==> src/rtl/axi_lite_pkg.sv <==
// Shared types for the AXI4-Lite initiator.
// Also holds register offsets of the timer slave it usually drives.
package axi_lite_pkg;

    typedef enum logic [1:0] {
        OKAY   = 2'b00,
        EXOKAY = 2'b01,
        SLVERR = 2'b10,
        DECERR = 2'b11
    } resp_t;

    typedef enum logic [2:0] {
        IDLE,
        WR_REQ,
        WR_RESP,
        RD_REQ,
        RD_DATA,
        RSP
    } state_t;

    localparam logic [31:0] CONTROL   = 32'h0;
    localparam logic [31:0] PRESCALER = 32'h4;
    localparam logic [31:0] COUNTER   = 32'h8;

endpackage

==> src/rtl/axi_lite_master.sv <==
// AXI4-Lite initiator: one command at a time becomes AW/W/B or AR/R traffic.
// Results are parked on the rsp port until consumed; non-OKAY replies are counted.
module axi_lite_master
    import axi_lite_pkg::*;
#(
    parameter int ADDR_W    = 32,
    parameter int DATA_W    = 32,
    parameter int ERR_CNT_W = 16
) (
    input  logic                  axi_clk,
    input  logic                  rst_n,
    input  logic                  cmd_valid,
    output logic                  cmd_ready,
    input  logic                  cmd_write,
    input  logic [ADDR_W-1:0]     cmd_addr,
    input  logic [DATA_W-1:0]     cmd_wdata,
    input  logic [DATA_W/8-1:0]   cmd_wstrb,
    output logic                  rsp_valid,
    input  logic                  rsp_ready,
    output logic                  rsp_write,
    output logic [DATA_W-1:0]     rsp_rdata,
    output logic [1:0]            rsp_resp,
    output logic [ERR_CNT_W-1:0]  err_count,
    output logic [ADDR_W-1:0]     AWADDR,
    output logic                  AWVALID,
    input  logic                  AWREADY,
    output logic [DATA_W-1:0]     WDDATA,
    output logic [DATA_W/8-1:0]   WDSTRB,
    output logic                  WDVALID,
    input  logic                  WDREADY,
    input  logic [1:0]            BRESP,
    input  logic                  BVALID,
    output logic                  BREADY,
    output logic [ADDR_W-1:0]     ARADDR,
    output logic                  ARVALID,
    input  logic                  ARREADY,
    input  logic [DATA_W-1:0]     RDATA,
    input  logic [1:0]            RRESP,
    input  logic                  RVALID,
    output logic                  RREADY
);

    state_t                r_state;
    state_t                w_next;
    logic                  r_live;
    logic                  r_write;
    logic                  r_aw_done;
    logic                  r_w_done;
    logic [ADDR_W-1:0]     r_addr;
    logic [DATA_W-1:0]     r_wdata;
    logic [DATA_W/8-1:0]   r_wstrb;
    logic [DATA_W-1:0]     r_rdata;
    logic [1:0]            r_resp;
    logic [ERR_CNT_W-1:0]  r_err;

    logic                  w_cmd_hs;
    logic                  w_aw_hs;
    logic                  w_w_hs;
    logic                  w_b_hs;
    logic                  w_ar_hs;
    logic                  w_r_hs;
    logic                  w_cap;
    logic [1:0]            w_resp;

    // r_live keeps cmd_ready low until the first edge after reset release
    assign cmd_ready = r_live && (r_state == IDLE);
    assign AWVALID   = (r_state == WR_REQ) && !r_aw_done;
    assign WDVALID   = (r_state == WR_REQ) && !r_w_done;
    assign BREADY    = (r_state == WR_RESP);
    assign ARVALID   = (r_state == RD_REQ);
    assign RREADY    = (r_state == RD_DATA);
    assign rsp_valid = (r_state == RSP);

    assign AWADDR    = r_addr;
    assign ARADDR    = r_addr;
    assign WDDATA    = r_wdata;
    assign WDSTRB    = r_wstrb;
    assign rsp_write = r_write;
    assign rsp_rdata = r_rdata;
    assign rsp_resp  = r_resp;
    assign err_count = r_err;

    assign w_cmd_hs = cmd_valid && cmd_ready;
    assign w_aw_hs  = AWVALID && AWREADY;
    assign w_w_hs   = WDVALID && WDREADY;
    assign w_b_hs   = BVALID && BREADY;
    assign w_ar_hs  = ARVALID && ARREADY;
    assign w_r_hs   = RVALID && RREADY;
    assign w_cap    = w_b_hs || w_r_hs;
    assign w_resp   = w_b_hs ? BRESP : RRESP;

    always_comb begin
        w_next = r_state;
        unique case (r_state)
            IDLE: begin
                if (w_cmd_hs) w_next = cmd_write ? WR_REQ : RD_REQ;
            end
            WR_REQ: begin
                if ((r_aw_done || w_aw_hs) && (r_w_done || w_w_hs))
                    w_next = WR_RESP;
            end
            WR_RESP: begin
                if (w_b_hs) w_next = RSP;
            end
            RD_REQ: begin
                if (w_ar_hs) w_next = RD_DATA;
            end
            RD_DATA: begin
                if (w_r_hs) w_next = RSP;
            end
            RSP: begin
                if (rsp_ready) w_next = IDLE;
            end
            default: w_next = IDLE;
        endcase
    end

    always_ff @(posedge axi_clk or negedge rst_n) begin
        if (!rst_n) begin
            r_state   <= IDLE;
            r_live    <= 1'b0;
            r_write   <= 1'b0;
            r_aw_done <= 1'b0;
            r_w_done  <= 1'b0;
            r_addr    <= '0;
            r_wdata   <= '0;
            r_wstrb   <= '0;
            r_rdata   <= '0;
            r_resp    <= '0;
            r_err     <= '0;
        end else begin
            r_state <= w_next;
            r_live  <= 1'b1;
            if (w_cmd_hs) begin
                r_addr    <= cmd_addr;
                r_write   <= cmd_write;
                r_aw_done <= 1'b0;
                r_w_done  <= 1'b0;
                if (cmd_write) begin
                    r_wdata <= cmd_wdata;
                    r_wstrb <= cmd_wstrb;
                end
            end
            if (w_aw_hs) r_aw_done <= 1'b1;
            if (w_w_hs)  r_w_done  <= 1'b1;
            if (w_cap) begin
                r_resp  <= w_resp;
                r_rdata <= w_b_hs ? '0 : RDATA;
            end
            // saturate at all-ones rather than wrap
            if (w_cap && (w_resp != OKAY) && !(&r_err))
                r_err <= r_err + 1'b1;
        end
    end

endmodule

==> config.mk <==
export PLATFORM = sky130hd
export DESIGN_NAME = axi_lite_master
export DESIGN_NICKNAME = d
export VERILOG_FILES = /design/src/rtl/axi_lite_pkg.sv /design/src/rtl/axi_lite_master.sv
export SDC_FILE = /design/constraint.sdc
export NUM_CORES = 1
export LEC_CHECK = 0
export ABC_CLOCK_PERIOD_IN_PS = 2900
export BUFFER_PORTS_ARGS = -buffer_cell sky130_fd_sc_hd__buf_2
export CORE_ASPECT_RATIO = 1.4
export CORE_MARGIN = 4
export CORE_UTILIZATION = 45
export DETAILED_ROUTE_END_ITERATION = 8
export GPL_TIMING_DRIVEN = 0
export PLACE_DENSITY = 0.79
export SKIP_LAST_GASP = 1
export SLEW_MARGIN = 20
export SYNTH_ARGS = -nofsm -noshare
export SYNTH_HDL_FRONTEND = slang
export SYNTH_SLANG_ARGS = --single-unit
==> constraint.sdc <==
create_clock -name axi_clk -period 2.9 [get_ports axi_clk]
set_clock_uncertainty 0.05 [all_clocks]
set_input_delay 0.435 -clock axi_clk [delete_from_list [all_inputs] [get_ports axi_clk]]
set_output_delay 0.435 -clock axi_clk [all_outputs]
set_load 0.02 [all_outputs]
==> impl_results.md <==
- Port Buffer Count: 271
- Hold Path Class: in -> reg
- Placed cell count: 856
- Power per standard cell area: 1190 nW/um2
- CTS tree: done
- Clk_lat worst skew: 400 ps
- Worst setup SP type: flip-flop
- First-pass GRT wire length: 23.1 mm
- HPWL after DPL: 11.4 mm
- Largest net degree at the start of global routing: 67
- Die width: 98.9 um
- Worst setup endpoint: AWVALID
- Core Footprint: 11,300 um2
- Netlist cell types: 39
- Largest stage delay, worst path: 410 ps
- RSZ-0062 raised after global routing: no
- Top cells by area, synth: dfrtp_1 (60%), mux2_1 (8.7%), nand2_1 (8.0%), a22o_1 (5.9%), buf_4 (4.8%)
- Cells after Synth: 440
- # clock sinks: 125
- Gr usage total: 21.9%
- Final Setup Violations: 0
- Crit-path max FO: 10
- Routed WL per cell: 16.5 um
- Cts bufs inserted: 17
- Overall power: 8.86 mW
- Crit path from: r_state[0]
- # IOs: 272
- Most used cell, CP: buf_2
- Fin crit share: 79.4%
- Setup ws final: 597 ps
- Ys async rst share: 100%
- Number of enable flip-flop cells after synthesis: 0
- Initial antenna violation count: 2
- Max stage delay cell, worst path: dfrtp_1
- Setup slack, reg-to-reg: 670 ps
- Critical path endpoint category: output pin
- Cells along the critical path: buf_2 -> or3b_1 -> nor2_1 -> buf_2
- Slew headroom: 63.1%
- Final GP Congestion: 0.849
- # Post-CTS Setup Buffers: 0
- Share of the synthesized area in the top cell type: 60.1%
- Sequential cell area fraction in the yosys report: 60.1%
- Syn_area_per_cell: 11.8 um2
- Chip height: 135 um
- Post-route minimum period: 2300 ps
- Number of synthesized register bits: 125
- Least-Margin Pin Slew: 553 ps
- Overflow after GRT: 0
- R2r startpoint: err_count[0]
- Diode count: 0
- Critical path type: reg -> out
- Vias/cell: 4.96
- Reg2reg path depth: 7
- Max Cap Viol: 0
- R2r endpoint: err_count[1]
- DR iter-0 viols: 124
- Critical Path RT: 2410 ps
- Worst path depth: 4
- H-tree level count: 4
- Clock buffer depth: 2
- Layout net count: 847
- Layout area overhead: 43.4%
- Leak: 4.20 nW
- Crit-path leading delay family: simple AND/OR/NAND/NOR gates
- Drt pass-1 iters: 4
- Via count: 4,409
- Hold Buf Count CTS: 1
- Vias in the first global route: 4,581
- Post-Route WL: 14.7 mm
- Fill count: 920
- Pre-CTS setup slack: 665 ps
- Storage cell area: 3130 um2
- Initial core utilization: 45.9%
- Die area: 13,400 um2
- Cell Rows: 46
- Outcome: finished clean
- Pins over their slew limit: 0
- Layout cell share with drive strength beyond 1: 48.3%
- Final Hold Fails: 0
- Fmax: 434 MHz
- Multi-input logic area: 1710 um2
- Worst Path Arrival: 1820 ps
- TNS Setup: 0 ps
- Peak supply drop: 0.541 mV
- Root buffer cell: clkbuf_16
- Main synth FF type: dfrtp_1
- PostCTS Resize Cnt: 0
- Synth area leader: dfrtp_1
- Buffer and inverter count on the worst path: 2
- Worst-path clk slew: 60 ps
- DRC viols: 0
- Yosys Warn Count: 0
- Antenna viol nets, final: 0
- Final Non-Filler Cells: 889
- Net count after synthesis: 555
- Post-synthesis cell area: 5200 um2
## report_power, final
part	internal, mW	leakage, nW	switching (mW)
sequential	2.42	1.58	0.446
combinational	1.42	2.30	2.16
clock	1.64	0.323	0.771
## tightest hold or removal path: cells and delay by family
kind                   cells  cell delay, ps
buffers and inverters      1              70
AND/OR/NAND/NOR            2              90
## logic make-up after synthesis
| group | synth area share [%] |
|---|---|
| compound gates | 7.53 |
| xor+xnor | 2.53 |
| fa+ha+maj | 0.240 |
| buf+inv | 6.95 |
| flops | 60.1 |
| mux | 8.66 |
| other cells | 0.0721 |
| simple gates | 13.9 |
## cells in the mapped netlist, types with 2 or more instances
cell type,count
xnor2_1,4
dfrtp_1,125
a22o_1,35
or2_2,2
and3b_1,2
xor2_1,11
clkbuf_1,10
a22oi_1,2
nand2_1,111
nor3_1,6
nor2_1,8
mux2_1,40
nor3_2,2
nor4_2,3
buf_4,33
buf_2,10
inv_1,4
nor3b_1,3
and3_1,4
a21oi_1,2
nand3_1,5
## cells in the final DEF, fill, tap and decap left out, types with 2 or more instances in the layout
cell | Yosys | routed
clkinvlp_4 | 0 | 3
clkbuf_1 | 10 | 10
xnor2_1 | 4 | 4
buf_2 | 10 | 280
and3b_1 | 2 | 2
a22o_1 | 35 | 35
clkinv_2 | 0 | 2
buf_6 | 1 | 2
dfrtp_1 | 125 | 125
xor2_1 | 11 | 11
buf_4 | 33 | 33
inv_1 | 4 | 4
nor3_2 | 2 | 2
or2_2 | 2 | 2
inv_6 | 0 | 2
a21oi_1 | 2 | 2
nor3_1 | 6 | 6
and3_1 | 4 | 4
bufinv_16 | 0 | 6
nand3_1 | 5 | 5
nand2_1 | 111 | 111
nor4_2 | 3 | 3
a22oi_1 | 2 | 2
nor2_1 | 8 | 8
clkbuf_16 | 0 | 17
mux2_1 | 40 | 40
nor3b_1 | 3 | 3
## metrics by stage
stage	instance area, um2	hold slack (ps)	utilization, %
global placement	6740	410	59.4
floorplan	5200	89.4	-
finish	7460	173	65.8
detailed placement	6770	386	59.7
CTS	7460	155	65.8
global route	7460	171	65.8
## layer usage
layer / up-vias / global-route usage, % / share of wire [%]
li1: 2040 / - / -
met1: 2114 / 24.3 / 35
met2: 205 / 37.9 / 53
met3: 46 / 6.65 / 8.2
met4: 4 / 11.0 / 3.4
met5: - / 0 / 0.14
## flip-flops by register name, summed over array words and instances (netlist names)
name,flops
r_live,1
WDDATA,32
rsp_rdata,32
WDSTRB,4
r_w_done,1
ARADDR,32
r_state,3
err_count,16
r_aw_done,1
rsp_write,1
rsp_resp,2
## cell type report
type	instances	area share [%]
well taps	144	2.41
plain buffers	54	4.65
clock buffers	18	5.89
multi-input cells	257	23.0
flip-flops and latches	125	41.9
inverters	4	0.201
clock inverters	14	3.20
repair buffers	273	18.8
## worst min path at each step
stage | start | endpoint | slack, ps | depth (start not counted)
finish | cmd_addr[20] | ARADDR[20] | 170 | 3
global placement | rsp_write | rsp_write | 410 | 2
floorplan | rst_n | ARADDR[0] | 90 | 0
CTS | cmd_addr[5] | ARADDR[5] | 160 | 3
global route | cmd_addr[20] | ARADDR[20] | 170 | 3
detailed placement | rst_n | err_count[11] | 390 | 1
(Power assumes the default switching activity.)
